<file path="src/rtl/e203_extend_csr_arb.sv">
// e203_extend_csr_arb
// Two-requester arbiter/sequencer for the extended-CSR (NICE CSR) port.
// Requester 0 is the EXU CSR path and requester 1 is the debug abstract-CSR path.
// Accesses are serialised onto one nice_csr_* port. The read data is
// registered and returned to whichever requester owns the access.
//
// Handshake: on every channel a transfer happens in a cycle where valid and
// ready are both 1. A requester may drop valid before it is granted. Once
// granted, the access is committed. Downstream request fields and response
// fields stay stable while valid=1 and ready=0.
//
// Optional build macro: E203_EXTEND_CSR_ARB_TMO_EN adds a REQ watchdog. After
// TMO_CYC stalled cycles the access completes with err=1 and rdata=0. Without
// the macro, REQ waits indefinitely and err is tied to 0.
//
// o_dbg_state exposes the FSM state: 0 = IDLE, 1 = REQ, 2 = RSP.
module e203_extend_csr_arb #(
    parameter int         ARB_RR  = 0,
    parameter logic [7:0] TMO_CYC = 8'd255
) (
    input  logic        clk,
    input  logic        rst,
    input  logic        r0_csr_valid,
    output logic        r0_csr_ready,
    input  logic [31:0] r0_csr_addr,
    input  logic        r0_csr_wr,
    input  logic [31:0] r0_csr_wdata,
    output logic        r0_rsp_valid,
    input  logic        r0_rsp_ready,
    output logic [31:0] r0_rsp_rdata,
    output logic        r0_rsp_err,
    input  logic        r1_csr_valid,
    output logic        r1_csr_ready,
    input  logic [31:0] r1_csr_addr,
    input  logic        r1_csr_wr,
    input  logic [31:0] r1_csr_wdata,
    output logic        r1_rsp_valid,
    input  logic        r1_rsp_ready,
    output logic [31:0] r1_rsp_rdata,
    output logic        r1_rsp_err,
    output logic        nice_csr_valid,
    input  logic        nice_csr_ready,
    output logic [31:0] nice_csr_addr,
    output logic        nice_csr_wr,
    output logic [31:0] nice_csr_wdata,
    input  logic [31:0] nice_csr_rdata,
    output logic [1:0]  o_dbg_state
);

    typedef enum logic [1:0] {
        ST_IDLE = 2'd0,
        ST_REQ  = 2'd1,
        ST_RSP  = 2'd2
    } state_t;

    state_t      r_state;
    state_t      w_state_nxt;
    logic        r_rr_ptr;
    logic        r_owner;
    logic        r_wr;
    logic [31:0] r_addr;
    logic [31:0] r_wdata;
    logic [31:0] r_rdata;
    logic [1:0]  w_gnt;
    logic        w_rsp_ready;
    logic        w_tmo_hit;
    logic        w_err;

    // Grant is combinational and only offered in IDLE. A lone requester always wins.
    always_comb begin
        w_gnt = 2'b00;
        if (r_state == ST_IDLE) begin
            if (r0_csr_valid && r1_csr_valid) begin
                if ((ARB_RR != 0) && r_rr_ptr) begin
                    w_gnt = 2'b10;
                end else begin
                    w_gnt = 2'b01;
                end
            end else if (r0_csr_valid) begin
                w_gnt = 2'b01;
            end else if (r1_csr_valid) begin
                w_gnt = 2'b10;
            end
        end
    end

    assign w_rsp_ready = r_owner ? r1_rsp_ready : r0_rsp_ready;

    // State register.
    always_ff @(posedge clk or posedge rst) begin
        if (rst) begin
            r_state <= ST_IDLE;
        end else begin
            r_state <= w_state_nxt;
        end
    end

    // Next-state logic. A downstream accept takes priority over a watchdog expiry.
    always_comb begin
        w_state_nxt = r_state;
        case (r_state)
            ST_IDLE: begin
                if (w_gnt != 2'b00) begin
                    w_state_nxt = ST_REQ;
                end
            end
            ST_REQ: begin
                if (nice_csr_ready || w_tmo_hit) begin
                    w_state_nxt = ST_RSP;
                end
            end
            ST_RSP: begin
                if (w_rsp_ready) begin
                    w_state_nxt = ST_IDLE;
                end
            end
            default: w_state_nxt = ST_IDLE;
        endcase
    end

    // Capture the granted request and the downstream read data.
    // rr_ptr points at the requester that lost the most recent grant.
    always_ff @(posedge clk or posedge rst) begin
        if (rst) begin
            r_rr_ptr <= 1'b0;
            r_owner  <= 1'b0;
            r_wr     <= 1'b0;
            r_addr   <= 32'h0;
            r_wdata  <= 32'h0;
            r_rdata  <= 32'h0;
        end else begin
            if (w_gnt != 2'b00) begin
                r_owner  <= w_gnt[1];
                r_rr_ptr <= ~w_gnt[1];
                r_wr     <= w_gnt[1] ? r1_csr_wr    : r0_csr_wr;
                r_addr   <= w_gnt[1] ? r1_csr_addr  : r0_csr_addr;
                r_wdata  <= w_gnt[1] ? r1_csr_wdata : r0_csr_wdata;
            end
            if (r_state == ST_REQ) begin
                if (nice_csr_ready) begin
                    r_rdata <= r_wr ? 32'h0 : nice_csr_rdata;
                end else if (w_tmo_hit) begin
                    r_rdata <= 32'h0;
                end
            end
        end
    end

`ifdef E203_EXTEND_CSR_ARB_TMO_EN
    logic [7:0] r_tmo_cnt;
    logic       r_err;

    // Expire on the stalled REQ cycle that would bring the count up to TMO_CYC.
    assign w_tmo_hit = (r_state == ST_REQ) && !nice_csr_ready &&
                       (({1'b0, r_tmo_cnt} + 9'd1) >= {1'b0, TMO_CYC});
    assign w_err     = r_err;

    // Watchdog counter: clear on entry to REQ, count stalled cycles, saturate at all-ones.
    always_ff @(posedge clk or posedge rst) begin
        if (rst) begin
            r_tmo_cnt <= 8'h0;
            r_err     <= 1'b0;
        end else begin
            if (w_gnt != 2'b00) begin
                r_tmo_cnt <= 8'h0;
            end else if ((r_state == ST_REQ) && !nice_csr_ready && (r_tmo_cnt != 8'hFF)) begin
                r_tmo_cnt <= r_tmo_cnt + 8'd1;
            end
            if ((r_state == ST_REQ) && nice_csr_ready) begin
                r_err <= 1'b0;
            end else if (w_tmo_hit) begin
                r_err <= 1'b1;
            end
        end
    end
`else
    assign w_tmo_hit = 1'b0;
    assign w_err     = 1'b0;
`endif

    assign r0_csr_ready   = w_gnt[0];
    assign r1_csr_ready   = w_gnt[1];

    assign nice_csr_valid = (r_state == ST_REQ);
    assign nice_csr_addr  = r_addr;
    assign nice_csr_wr    = r_wr;
    assign nice_csr_wdata = r_wdata;

    // The response is routed to the owner only; the other requester sees zeros.
    assign r0_rsp_valid   = (r_state == ST_RSP) && !r_owner;
    assign r1_rsp_valid   = (r_state == ST_RSP) && r_owner;
    assign r0_rsp_rdata   = r_owner ? 32'h0 : r_rdata;
    assign r1_rsp_rdata   = r_owner ? r_rdata : 32'h0;
    assign r0_rsp_err     = r0_rsp_valid && w_err;
    assign r1_rsp_err     = r1_rsp_valid && w_err;

    assign o_dbg_state    = r_state;

endmodule

</file>
<file path="config.mk">
export PLATFORM = sky130hd
export DESIGN_NAME = e203_extend_csr_arb
export DESIGN_NICKNAME = d
export VERILOG_FILES = /design/src/rtl/e203_extend_csr_arb.sv
export SDC_FILE = /design/constraint.sdc
export NUM_CORES = 1
export LEC_CHECK = 0
export BUFFER_PORTS_ARGS = -buffer_cell sky130_fd_sc_hd__buf_2
export CAP_MARGIN = 20
export CORE_AREA = 2 2 118 120
export CTS_CLUSTER_SIZE = 24
export DETAILED_ROUTE_END_ITERATION = 16
export DIE_AREA = 0 0 120 122
export HOLD_SLACK_MARGIN = 0.05
export PLACE_DENSITY = 0.72
export RECOVER_POWER = 100
export SLEW_MARGIN = 0
export SYNTH_ARGS = -nofsm -noshare
export SYNTH_HDL_FRONTEND = slang
export SYNTH_SLANG_ARGS = --single-unit
export TNS_END_PERCENT = 5
</file>
<file path="constraint.sdc">
create_clock -name clk -period 4.33 [get_ports clk]
set_input_delay 0.866 -clock clk [delete_from_list [all_inputs] [get_ports clk]]
set_output_delay 0.866 -clock clk [all_outputs]
set_load 0.01 [all_outputs]
</file>
Yosys cells after proc, flatten, opt, wreduce, memory -nomap -nowiden. Cells that the tools add are included.

Mux-type cells: 15. Reductions and logical operators: 8. Eq/ne operators: 5.

Operator list (number): 2-to-1 mux 32 bit (5); 2-to-1 mux 2 bit (7); case mux 2 bit (3 select lines) (1); inequality test 2 x 1 -> 1 bit (second input constant) (2); logical AND 1 bit (3); AND reduction 3 bit (1); == test 2 x 1 -> 1 bit (second input constant) (1); == test 2 bit (second input constant) (1); zero test 2 bit (1); 2-to-1 mux 1 bit (2); inequality test 2 bit (second input constant) (1); AND reduction 2 bit (1); nonzero test 2 bit (1); zero test 1 bit (1).

Register bits after elaboration: 100. Output and inout bits: 138. Input port bits: 169.

Longest topological paths before layout.
Depth after elaboration: 7. Mapped depth: 6.

Worst setup path after synthesis. Ideal clock, no wire load.

Kind: input-to-output. Start point: in r1_csr_valid. End point: out r1_csr_ready. Setup slack: 1902 ps. Path buffers: 3. Stages: 5. Data arrival time: 1562 ps. Required time: 3464 ps. Cell sequence: buf_6 -> buf_2 -> buf_2 -> nand2_1 -> nor2_1.

Cells in the longest elaborated chain, start to end: 4.

RTL lines: start, declared (RTL line 32) `input logic r1_csr_valid,`; 2-to-1 mux 2 bit (RTL line 81) `end else if (r1_csr_valid) begin`; 2-to-1 mux 2 bit (RTL line 79) `end else if (r0_csr_valid) begin`; 2-to-1 mux 2 bit * (RTL line 73) `if (r0_csr_valid && r1_csr_valid) begin`; 2-to-1 mux 2 bit * (RTL line 72) `if (r_state == ST_IDLE) begin`; end, declared (RTL line 33) `output logic r1_csr_ready,`.

Mark *: on every way between the ends. The rest lies on a longest branch, timed or not.

Worst setup path in the final report.
Start point: in r0_csr_valid. End point: reg r_wdata[19], in the netlist nice_csr_wdata[19].

Cells in the longest elaborated chain, start to end: 4.

RTL lines: start, declared (RTL line 23) `input logic r0_csr_valid,`; 2-to-1 mux 2 bit or logical AND 1 bit (tied branches) (RTL line 79, 73); 2-to-1 mux 2 bit * (RTL line 73); 2-to-1 mux 2 bit * (RTL line 72); 2-to-1 mux 32 bit or nonzero test 2 bit (tied branches) (RTL line 137, 132); end signal, assigned (RTL line 137) `r_wdata <= w_gnt[1] ? r1_csr_wdata : r0_csr_wdata;`; end, declared (RTL line 62) `logic [31:0] r_wdata;`.

Marks and branches as above. A chain may end at the register's enable or synchronous reset.

==> impl_metrics.json <==
{
  "finalCriticalPeriod_ps": 3070,
  "seq_area_frac_synth": 0.490,
  "coreArea_mm2": 0.0135,
  "wire_per_inst_um": 15.8,
  "firstDrtPassIters": 4,
  "worst_r2r_endpoint": "r_rdata[3]",
  "cts_root_buf": "clkbuf_16",
  "clock_skew_ps": 11.3,
  "start_util": 0.378,
  "syn_area_per_cell_um2": 9.95,
  "antenna_found_initial": 0,
  "dp_hpwl_mm": 11.0,
  "cap_violations": 2,
  "synthCells": 513,
  "dr.max_layer_used": "met4",
  "peakVddDrop_v": 0.000304,
  "p_int_uw": 2740,
  "crit_type": "primary input to flip-flop",
  "diodes": 0,
  "vias": 4948,
  "rsz0062_at_grt": "no",
  "violations": "max-capacitance violations, max-slew violations",
  "synth_area_mm2": 0.00511,
  "drtIter0Drc": 286,
  "min_to": "r_rdata[13]",
  "switching_power_uw": 1940,
  "clock_latency_ps": 330,
  "max_freq_mhz": 326,
  "seqPwrFrac": 0.373,
  "final_util": 0.505,
  "power.total_uw": 4680,
  "grt_max_degree": 51,
  "drc": 0,
  "rows": 43,
  "hold_viol_final": 0,
  "fin_ws_ps": 1260,
  "track_usage": 0.203,
  "p_clk_frac": 0.175,
  "htreeDepth": 3,
  "final_layout_size_suffix_gt1_frac": 0.264,
  "grt_pass1_wl_mm": 23.7,
  "wl_met1_mm": 6.47,
  "ys_ff_latch": 100,
  "port_buffers": 304,
  "cp_max_fo": 40,
  "required_ps": 4570,
  "grt_pass1_vias": 4671,
  "tightest_slew_ps": 2090,
  "endpoint_kind": "flip-flop",
  "cts_buffers": 9,
  "cts_buffer_depth": 2,
  "r2r_start": "o_dbg_state[1]",
  "wl_met2_mm": 7.34,
  "io_pins": 307,
  "die_h_um": 122,
  "fillerInstances": 1365,
  "p_comb_frac": 0.452,
  "rrSetupSlack_ps": 1530,
  "relSlewSlack": -0.404,
  "whs_path_depth": 2,
  "finalSetupViolations": 0,
  "gp_congestion": 0.756,
  "hold_buffers": 0,
  "hp-start": "r_rdata[13]",
  "path_clk_slew_ps": 60,
  "dieArea_mm2": 0.0146,
  "die_x_um": 120,
  "dpl_worst_slack_ps": 1700,
  "status": "finished with violations",
  "synthToLayoutAreaGrowth_pct": 33.5,
  "post_cts_buffers": 0,
  "switching_share": 0.414,
  "drv_slew": 91,
  "synth_cell_types": 27,
  "cp-start-kind": "primary input",
  "p_leak_uw": 0.00303,
  "cts.repair.resized": 0,
  "worstPathArrival_ps": 3310,
  "antenna_left": 0,
  "finalNetCount": 959,
  "fin_tns_setup_ps": 0,
  "powerDensity_mw_per_mm2": 686,
  "cts_tree": "built",
  "fin_crit_sh": 0.709,
  "met3_length_mm": 1.25,
  "grt_overflow": 0,
  "vias_per_cell": 5.08,
  "finalWirelength_mm": 15.4,
  "ys_warn_count": 0,
  "cts_sinks": 100,
  "worstRegToRegCells": 3,
  "hp-class": "flip-flop to flip-flop"
}
## cells in the mapped netlist
cell,count,area (µm²)
dfrtp_1,100,2500
a22oi_1,65,488
nor2b_1,59,369
o21ai_0,39,195
o2bb2ai_1,37,324
nand2_1,33,124
nand2b_1,33,206
and2_1,32,200
a31oi_1,25,156
buf_2,23,115
o21ai_1,20,100
clkbuf_1,16,60.1
buf_6,8,90.1
buf_4,4,30.0
nor2_1,3,11.3
o2bb2ai_2,3,45.0
clkbuf_2,2,10.0
inv_1,2,7.51
a211oi_1,1,7.51
a21oi_1,1,5.00
conb_1,1,3.75
mux2_2,1,11.3
nand3b_1,1,7.51
nor2_2,1,6.26
nor3_1,1,5.00
nor3b_4,1,18.8
or2_1,1,6.26
## metal layers
layer	global-route usage	vias up
li1	-	2376
met1	0.257	2313
met2	0.338	235
met3	0.0543	24
met4	0.0640	0
met5	0	-
## sequential cells by signal (all words and copies together), names as in the netlist
name,count
nice_csr_addr,32
nice_csr_wdata,32
nice_csr_wr,1
o_dbg_state,2
r_owner,1
r_rdata,32
## final cells by class
cell class,count,area (µm²),share of cell area
sequential,100,2500,0.367
multi-input combinational,359,2300,0.337
clock buffer,12,256,0.0376
inverter,2,8.76,0.00128
tap,180,225,0.0330
timing repair buffer,318,1480,0.217
clock inverter,3,46.3,0.00679
## critical path, stage by stage
cell and delay, ps:
clkbuf_1 400, nor2b_2 210, clkbuf_1 1300, a22oi_1 220, o2bb2ai_1 300
## kinds of logic after synthesis
kind of cell | share of synthesized area
multiplexers | 0.00221
flip-flops | 0.490
AND/OR/NAND/NOR | 0.187
other | 0.000734
AO/OA/AOI/OAI | 0.259
buffers and inverters | 0.0613
## how the worst max path moves through the flow
stage | slack [ps] | endpoint | from
5_1_grt | 1010 | nice_csr_wdata[1] | r0_csr_valid
3_5_place_dp | 1700 | r1_rsp_rdata[26] | r_owner
6_report | 1260 | nice_csr_wdata[19] | r0_csr_valid
3_3_place_gp | 1760 | r1_rsp_rdata[26] | r_owner
4_1_cts | 1340 | r1_rsp_rdata[26] | r_owner
2_1_floorplan | 850 | nice_csr_addr[0] | rst
## power groups by stage
stage	Combinational, µW	Sequential (µW)	Clock [µW]
global route	2360	1800	876
CTS	2210	1780	838
finish	2120	1740	817
detailed placement	2220	1780	0
global placement	2160	1770	0
floorplan	1360	1770	0
## stage by stage
step	hold slack [ps]	cells	area, µm²
after global placement	468	957	6660
after detailed placement	468	957	6660
after global routing	502	974	6820
after CTS	490	972	6960
final	489	974	6820
after floorplan	456	514	5110
## layout by cell type, fill, tap and decap left out, types with 9 or more instances in the layout
cell type | netlist | routed
dfrtp_1 | 100 | 100
o2bb2ai_1 | 37 | 37
and2_1 | 32 | 24
buf_2 | 23 | 178
o21ai_0 | 39 | 57
nor2b_1 | 59 | 58
a22oi_1 | 65 | 65
nand2b_1 | 33 | 33
a31oi_1 | 25 | 25
clkbuf_16 | 0 | 9
nand2_1 | 33 | 33
clkbuf_1 | 16 | 132
(Power assumes the default switching activity.)
